`src/rtl/sdram_arb_pkg.sv`:
```
// Shared types and constants for the two-port SDRAM burst-read arbiter.
package sdram_arb_pkg;

    localparam int PORT_CMD                = 0;
    localparam int PORT_Z                  = 1;
    localparam int TAG_BEATS_BITS          = 8;
    localparam int MAX_OUTSTANDING_DEFAULT = 4;

    // One entry per burst in flight: which port issued it and how many beats it returns.
    typedef struct packed {
        logic                      id;
        logic [TAG_BEATS_BITS-1:0] beats;
    } tag_t;

endpackage

```
`src/rtl/burst_tag_fifo.sv`:
```
// Show-ahead synchronous FIFO holding the tags of bursts in flight.
module burst_tag_fifo #(
    parameter int WIDTH = 9,
    parameter int DEPTH = 4
) (
    input  logic                     clock,
    input  logic                     reset_n,
    input  logic                     push,
    input  logic [WIDTH-1:0]         push_data,
    input  logic                     pop,
    output logic [WIDTH-1:0]         head,
    output logic                     empty,
    output logic                     full,
    output logic [$clog2(DEPTH):0]   count
);

    localparam int PTR_BITS = $clog2(DEPTH);

    logic [WIDTH-1:0]    mem_q [DEPTH];
    logic [PTR_BITS-1:0] wr_ptr_q;
    logic [PTR_BITS-1:0] rd_ptr_q;
    logic [PTR_BITS:0]   count_q;
    logic [PTR_BITS:0]   count_d;
    logic                do_push;
    logic                do_pop;

    assign empty   = (count_q == '0);
    assign full    = (count_q == (PTR_BITS+1)'(DEPTH));
    assign do_push = push && !full;
    assign do_pop  = pop && !empty;
    assign head    = mem_q[rd_ptr_q];
    assign count   = count_q;

    always_comb begin
        count_d = count_q;
        if (do_push && !do_pop) begin
            count_d = count_q + 1'b1;
        end else if (!do_push && do_pop) begin
            count_d = count_q - 1'b1;
        end
    end

    always_ff @(posedge clock) begin
        if (do_push) begin
            mem_q[wr_ptr_q] <= push_data;
        end
    end

    // Pointers wrap naturally because DEPTH is a power of two.
    always_ff @(posedge clock or negedge reset_n) begin
        if (!reset_n) begin
            wr_ptr_q <= '0;
            rd_ptr_q <= '0;
            count_q  <= '0;
        end else begin
            if (do_push) wr_ptr_q <= wr_ptr_q + 1'b1;
            if (do_pop)  rd_ptr_q <= rd_ptr_q + 1'b1;
            count_q <= count_d;
        end
    end

endmodule

```
`src/rtl/sdram_read_arbiter.sv`:
```
// Round-robin arbiter sharing one Avalon-MM pipelined burst-read port between two masters;
// returned beats are steered by a tag FIFO of bursts in flight.
module sdram_read_arbiter
    import sdram_arb_pkg::*;
#(
    parameter int ADDR_BITS       = 29,
    parameter int BURST_BITS      = TAG_BEATS_BITS,
    parameter int DATA_BITS       = 64,
    parameter int MAX_OUTSTANDING = MAX_OUTSTANDING_DEFAULT
) (
    input  logic                                clock,
    input  logic                                reset_n,
    input  logic [ADDR_BITS-1:0]                r0_address,
    input  logic [BURST_BITS-1:0]               r0_burstcount,
    input  logic                                r0_read,
    output logic                                r0_waitrequest,
    output logic [DATA_BITS-1:0]                r0_readdata,
    output logic                                r0_readdatavalid,
    input  logic [ADDR_BITS-1:0]                r1_address,
    input  logic [BURST_BITS-1:0]               r1_burstcount,
    input  logic                                r1_read,
    output logic                                r1_waitrequest,
    output logic [DATA_BITS-1:0]                r1_readdata,
    output logic                                r1_readdatavalid,
    output logic [ADDR_BITS-1:0]                m_address,
    output logic [BURST_BITS-1:0]               m_burstcount,
    output logic                                m_read,
    input  logic                                m_waitrequest,
    input  logic [DATA_BITS-1:0]                m_readdata,
    input  logic                                m_readdatavalid,
    output logic [$clog2(MAX_OUTSTANDING):0]    outstanding,
    output logic                                orphan_error
);

    logic                  rr_last_q;
    logic                  lock_q;
    logic                  lock_id_q;
    logic                  head_started_q;
    logic [BURST_BITS-1:0] beat_left_q;
    logic                  orphan_q;

    logic winner;
    logic win_read;
    logic accept;
    logic fifo_full;
    logic fifo_empty;
    logic beat_valid;
    logic last_beat;
    logic pop;
    tag_t push_tag;
    tag_t head_tag;

    // A stalled command keeps the bus until accepted; otherwise alternate on contention.
    always_comb begin
        if (lock_q) begin
            winner = lock_id_q;
        end else if (r0_read && r1_read) begin
            winner = !rr_last_q;
        end else begin
            winner = r1_read;
        end
    end

    assign win_read       = winner ? r1_read : r0_read;
    assign m_read         = reset_n && win_read && !fifo_full;
    assign m_address      = winner ? r1_address : r0_address;
    assign m_burstcount   = winner ? r1_burstcount : r0_burstcount;
    assign accept         = m_read && !m_waitrequest;
    assign r0_waitrequest = !(accept && winner == 1'(PORT_CMD));
    assign r1_waitrequest = !(accept && winner == 1'(PORT_Z));

    assign push_tag = '{id: winner, beats: m_burstcount};

    burst_tag_fifo #(
        .WIDTH ($bits(tag_t)),
        .DEPTH (MAX_OUTSTANDING)
    ) u_tag_fifo (
        .clock     (clock),
        .reset_n   (reset_n),
        .push      (accept),
        .push_data (push_tag),
        .pop       (pop),
        .head      (head_tag),
        .empty     (fifo_empty),
        .full      (fifo_full),
        .count     (outstanding)
    );

    assign beat_valid       = m_readdatavalid && !fifo_empty;
    assign last_beat        = head_started_q ? (beat_left_q == BURST_BITS'(1))
                                             : (head_tag.beats == BURST_BITS'(1));
    assign pop              = beat_valid && last_beat;
    assign r0_readdatavalid = beat_valid && head_tag.id == 1'(PORT_CMD);
    assign r1_readdatavalid = beat_valid && head_tag.id == 1'(PORT_Z);
    assign r0_readdata      = m_readdata;
    assign r1_readdata      = m_readdata;
    assign orphan_error     = orphan_q;

    always_ff @(posedge clock or negedge reset_n) begin
        if (!reset_n) begin
            rr_last_q      <= 1'b1;
            lock_q         <= 1'b0;
            lock_id_q      <= 1'b0;
            head_started_q <= 1'b0;
            beat_left_q    <= '0;
            orphan_q       <= 1'b0;
        end else begin
            if (accept) begin
                rr_last_q <= winner;
                lock_q    <= 1'b0;
            end else if (m_read && m_waitrequest) begin
                lock_q    <= 1'b1;
                lock_id_q <= winner;
            end

            // beat_left counts beats still due after the current one.
            if (beat_valid) begin
                if (last_beat) begin
                    head_started_q <= 1'b0;
                    beat_left_q    <= '0;
                end else if (head_started_q) begin
                    beat_left_q <= beat_left_q - 1'b1;
                end else begin
                    head_started_q <= 1'b1;
                    beat_left_q    <= head_tag.beats - 1'b1;
                end
            end

            if (m_readdatavalid && fifo_empty) begin
                orphan_q <= 1'b1;
            end
        end
    end

endmodule

```
`config.mk`:
```
export PLATFORM = sky130hd
export DESIGN_NAME = sdram_read_arbiter
export DESIGN_NICKNAME = d
export VERILOG_FILES = /design/src/rtl/sdram_arb_pkg.sv /design/src/rtl/burst_tag_fifo.sv /design/src/rtl/sdram_read_arbiter.sv
export SDC_FILE = /design/constraint.sdc
export NUM_CORES = 1
export LEC_CHECK = 0
export BUFFER_PORTS_ARGS = -buffer_cell sky130_fd_sc_hd__buf_2
export CAP_MARGIN = 25
export CELL_PAD_IN_SITES_DETAIL_PLACEMENT = 1
export CELL_PAD_IN_SITES_GLOBAL_PLACEMENT = 1
export CORE_AREA = 4 4 123 125
export CTS_BUF_LIST = sky130_fd_sc_hd__clkbuf_8
export DETAILED_ROUTE_END_ITERATION = 16
export DIE_AREA = 0 0 127 129
export HOLD_SLACK_MARGIN = 0.06
export PLACE_DENSITY = 0.81
export SYNTH_ARGS = -nofsm -noshare
export SYNTH_HDL_FRONTEND = slang
export SYNTH_SLANG_ARGS = --single-unit
```
`constraint.sdc`:
```
create_clock -name clock -period 4.95 [get_ports clock]
set_input_delay 0.99 -clock clock [delete_from_list [all_inputs] [get_ports clock]]
set_output_delay 0.99 -clock clock [all_outputs]
set_load 0.02 [all_outputs]
```
# Yosys cells after proc, flatten, opt, wreduce, memory -nomap -nowiden
# Memories as Yosys holds them, arrays and structs flattened.
# Cells that the tools add are included.
totals:
  output_inout_bits: 174
  ram_bits: 36
  inputBits: 144
  memories: 1
  wordCells: 65
  ff_bits: 20
memory_table:
  columns: ["memory", "depth", "width", "rd", "rd_clocked_by_memory_dff", "wr", "line", "rtl"]
  rows:
  - ["u_tag_fifo.mem_q", 4, 9, 1, 0, 1, "burst_tag_fifo.sv:19", "logic [WIDTH-1:0] mem_q [DEPTH];"]
classes:
  n_reduce_logical: 28
  bitwise_logic: 3
  mux: 15
  n_addsub: 6
  eq_ne: 3
op_table:
  columns: ["operator", "n"]
  rows:
  - ["29-bit 2-to-1 mux", 1]
  - ["8-bit 2-to-1 mux", 3]
  - ["8-bit by 1-bit equality test with 1-bit output, second input constant", 2]
  - ["1-bit logical AND", 16]
  - ["8-bit by 1-bit subtractor with 8-bit output, second input constant", 2]
  - ["1-bit 2-to-1 mux", 9]
  - ["1-bit logical NOT", 8]
  - ["3-bit 2-to-1 mux", 2]
  - ["2-bit by 1-bit adder with 2-bit output, second input constant", 2]
  - ["2-bit nonzero test", 2]
  - ["3-bit by 1-bit adder with 3-bit output, second input constant", 1]
  - ["3-bit equality test, second input constant", 1]
  - ["3-bit logical NOT", 1]
  - ["1-bit inverter", 3]
  - ["3-bit by 1-bit subtractor with 3-bit output, second input constant", 1]
  - ["2-bit AND reduction", 1]

# Logic depth before layout (Yosys ltp)
depth:
  ltp_word: 12
  depth_mapped: 13
  mapped_depth_nobuf: 12

# Modules after synthesis
# From an unflattened synthesis, not the netlist that was laid out.
hier_totals:
  hier_cells: 370
  hier_area_um2: 4098.9
modules_own_cells:
  columns: ["mod", "n_inst", "cells_per_inst", "area_each_um2", "seq_area_each_um2"]
  rows:
  - ["sdram_read_arbiter", 1, 288, 2363.5, 326.6]
  - ["burst_tag_fifo", 1, 82, 1735.4, 1256.2]

# Worst setup path after synthesis
# OpenSTA, ideal clock, no wires.
synth_path:
  kind: "input port to output port"
  startpoint: "input r1_read"
  endpoint: "output r1_waitrequest"
  slack_ns: 1.485
  path_buffers: 1
  t_arrival_ns: 2.475
  required_time_ns: 3.960
  path_stages: 5
  cell_sequence: "mux2i_1 -> a221oi_1 -> nor2b_1 -> clkbuf_1 -> nand2_1"
synth_between:
  elab_chain_cells: 9
synth_lines:
  columns: ["item", "line", "rtl"]
  rows:
  - ["start, declared", "sdram_read_arbiter.sv:21", "input logic r1_read,"]
  - ["1-bit logical AND", "sdram_read_arbiter.sv:57", "end else if (r0_read && r1_read) begin"]
  - ["1-bit 2-to-1 mux", "sdram_read_arbiter.sv:57", null]
  - ["1-bit 2-to-1 mux", "sdram_read_arbiter.sv:55", "if (lock_q) begin"]
  - ["1-bit 2-to-1 mux (*)", "sdram_read_arbiter.sv:64", "assign win_read = winner ? r1_read : r0_read;"]
  - ["1-bit logical AND (*) (2 in a row)", "sdram_read_arbiter.sv:65", "assign m_read = reset_n && win_read && !fifo_full;"]
  - ["net m_read", "sdram_read_arbiter.sv:27", "output logic m_read,"]
  - ["1-bit logical AND (*)", "sdram_read_arbiter.sv:68", "assign accept = m_read && !m_waitrequest;"]
  - ["1-bit logical AND (*)", "sdram_read_arbiter.sv:70", "assign r1_waitrequest = !(accept && winner == 1'(PORT_Z));"]
  - ["1-bit logical NOT (*)", "sdram_read_arbiter.sv:70", null]
  - ["end, declared", "sdram_read_arbiter.sv:22", "output logic r1_waitrequest,"]
# The timed path passes the listed nets; every way through them passes the cells marked *.

# Worst setup path after layout
layout_path:
  startpoint: "input r0_read"
  endpoint: "output m_address[9]"
layout_between:
  elab_chain_cells: 4
layout_lines:
  columns: ["item", "line", "rtl"]
  rows:
  - ["start, declared", "sdram_read_arbiter.sv:15", "input logic r0_read,"]
  - ["1-bit logical AND", "sdram_read_arbiter.sv:57", null]
  - ["1-bit 2-to-1 mux", "sdram_read_arbiter.sv:57", null]
  - ["1-bit 2-to-1 mux", "sdram_read_arbiter.sv:55", null]
  - ["29-bit 2-to-1 mux", "sdram_read_arbiter.sv:66", "assign m_address = winner ? r1_address : r0_address;"]
  - ["end, declared", "sdram_read_arbiter.sv:25", "output logic [ADDR_BITS-1:0] m_address,"]
# Every way passes these cells.

==> impl_metrics.csv <==
group,metric,value,unit
die,die_height,129,µm
yosys,synth_enable_flop_cells,36,
sta,timing.fmax,261,MHz
clocking,cts_root_buf,"clkbuf_8",
clocking,cts_tree,"yes",
power,power_leakage,1.65,nW
yosys,post_synth_num_cell_types,44,
sta,timing.final.hold_violations,0,
die,floorplan.initialDensity,29.1,%
sta,min_period,3.83,ns
sta,fin_crit_sh,77.3,%
job,cap_viol_max_count,0,
routing,detail_route.vias_per_cell,4.69,
worst_setup_path,cp_data_required_time,3.96,ns
worst_setup_path,endpoint_kind,"primary output",
power,worst_case_vdd_ir_drop,0.000231,V
sta,fin_ws,1.12,ns
power,power,2.00,mW
die,fp.dieW,127,µm
yosys,synth.top_cells.by_area,"edfxtp_1, buf_4, dfrtp_1, mux2_2, mux4_2",
clocking,cts.clk_slew.worst_paths,0.10,ns
sta,rsz0062_at_grt,"no",
place,gpl.final_weighted_congestion,0.912,
sta,least_margin_pin_slew,0.968,ns
clocking,htree_num_levels,2,
yosys,yosys_warnings,0,
finish,finish.net_count,512,
routing,drt_wl_total,12200,µm
routing,first_pass_iters,4,
clocking,worst_skew_pair.late_latency,0.32,ns
worst_setup_path,startpoint_of_the_most_critical_register_to_register_path,"u_tag_fifo.rd_ptr_q[0]$_DFFE_PN0P_",
outcome,outcome,"finished, final reports clean",
routing,drt-initial-drc-count,51,
yosys,syn_inst,360,
worst_setup_path,worst_setup_path_start_kind,"input pin",
sta,slew_headroom,35.5,%
global_routing,grt.total_usage,14.4,%
global_routing,globalRoute.totalOverflow,0,
finish,share_of_post_route_cells_with_drive_strength_above_1,53.2,%
yosys,dominantRegCellSynth,"edfxtp_1",
sta,skew,0.00765,ns
clocking,cts_sinks,56,
yosys,ys_seq_area_share,39.2,%
yosys,postSynthAreaPerCell,11.2,µm²
finish,mostFrequentLayoutCell,"buf_2",
worst_setup_path,worstPathArrival,2.84,ns
routing,drc,0,
sta,timing.setup.tns,0,ns
place,detailed_place_hpwl,10700,µm
yosys,synth_top_area_share,26.8,%
power,pwr_density_cell,499,nW/µm²
place,place.port_buffers,125,
global_routing,grt_max_degree,31,
clocking,cts_setup_buffers,0,
die,floorplan.rows,43,
place,place_ws,1.11,ns
clocking,cts-resized-gates,0,
hold_path,holdCritStartpoint,"orphan_error$_DFFE_PN0P_",
die,pin_count,318,
yosys,synth.cell_area,4030,µm²
clocking,cts_buffers,5,
worst_setup_path,reg2reg_depth,10,
worst_setup_path,setup.worst_path.class,"input pin to primary output",
yosys,synth_top_cell_by_area,"edfxtp_1",
worst_setup_path,critical_path_peak_fanout,30,
sta,timing.final.max_slew_violations,0,
sta,setup_violations,0,
routing,drt.antenna.violating_nets,0,
yosys,mappedNetlistNets,514,
finish,layout-area-overhead-vs-synth,-0.434,%
routing,dr_total_vias,2536,
die,total_die_area,16400,µm²
finish,utilization,28.9,%
global_routing,grt_pass1_vias,2923,
clocking,clock_path_buffers,2,
global_routing,grt_pass1_wl,17500,µm
finish,nFillCells,1613,
yosys,asyncSetResetFlopFracSynth,35.7,%
hold_path,hold_class,"flop to flop",
routing,wl_per_cell,22.5,µm
hold_path,worst_hold_path_stage_count,1,
yosys,synth_seq_cells,56,
worst_setup_path,cp-startpoint,"r0_read",
die,fp.coreArea,13900,µm²
clocking,cts.hold.buffers_added,0,
finish,most_used_cells_in_the_layout_excluding_fill_and_tap_cells,"buf_2, mux2_2, edfxtp_1",
global_routing,grt_antenna_before_repair,3,
## critical path, stage by stage
cell	delay, ns
buf_2	0.11
nand2_1	0.09
a31oi_4	0.80
buf_4	0.33
mux2_2	0.35
buf_2	0.16
## final cells by class
class / instances / area, µm² / share of cell area [%]
Antenna cell: 2 / 5.00 / 0.125
Clock buffer: 5 / 68.8 / 1.71
Clock inverter: 3 / 26.3 / 0.654
Inverter: 12 / 45.0 / 1.12
Multi-Input combinational cell: 156 / 1420 / 35.4
Sequential cell: 56 / 1580 / 39.4
Tap cell: 180 / 225 / 5.61
Timing Repair Buffer: 127 / 641 / 16.0
## layer usage
layer / wire length [µm] / GRT usage, %
met2: 7080 / 29.6
met4: 441 / 7.38
met5: 20 / 0
met1: 2950 / 10.3
met3: 1680 / 7.35
## cells by family after synthesis
family / Yosys count / synth area share (%)
AO/OA/AOI/OAI: 36 / 6.17
XOR/XNOR: 10 / 2.17
adder cells (fa/ha/maj): 10 / 3.29
buffers and inverters: 148 / 25.9
flip-flops: 56 / 39.2
multiplexers: 50 / 16.4
AND/OR/NAND/NOR: 50 / 6.86
## sequential cells by signal, indices dropped and copies added (netlist names)
name                 flops
u_tag_fifo.mem_q        36
orphan_error             1
u_tag_fifo.count         3
u_tag_fifo.wr_ptr_q      2
lock_id_q                1
u_tag_fifo.rd_ptr_q      2
lock_q                   1
head_started_q           1
rr_last_q                1
beat_left_q              8
## where the power goes
group | internal (mW) | switching, mW
clock network | 0.103 | 0.153
registers | 0.625 | 0.123
logic | 0.446 | 0.552
## path summary, 6_finish.rpt
check | endpoint | slack, ns
min in group asynchronous | beat_left_q[3]$_DFFE_PN0P_ | 0.70
min reg2reg | orphan_error$_DFFE_PN0P_ | 0.46
max reg2reg | u_tag_fifo.count[1]$_DFFE_PN0P_ | 1.37
max | m_address[9] | 1.12
max in group asynchronous | rr_last_q$_DFFE_PN1N_ | 3.97
min | orphan_error$_DFFE_PN0P_ | 0.46
## cell usage after synthesis, types with 3 or more instances
| cell | n |
|---|---|
| and2_1 | 6 |
| buf_4 | 128 |
| clkbuf_1 | 7 |
| dfrtp_1 | 19 |
| edfxtp_1 | 36 |
| ha_1 | 9 |
| inv_1 | 11 |
| mux2_2 | 39 |
| mux4_2 | 9 |
| nand2_1 | 13 |
| nand3_1 | 3 |
| nor2_1 | 6 |
| nor3_1 | 6 |
| o21ai_0 | 11 |
| o21ai_1 | 6 |
| or3_1 | 5 |
| xnor2_1 | 6 |
| xor2_1 | 4 |
## stage by stage
step                area (µm²)  hold slack, ns  instances
floorplan                 4030           0.482        360
global placement          3920           0.441        531
detailed placement        3920           0.449        531
CTS                       4010           0.472        539
global route              4020           0.495        541
finish                    4020           0.464        541
(Power assumes the default switching activity.)
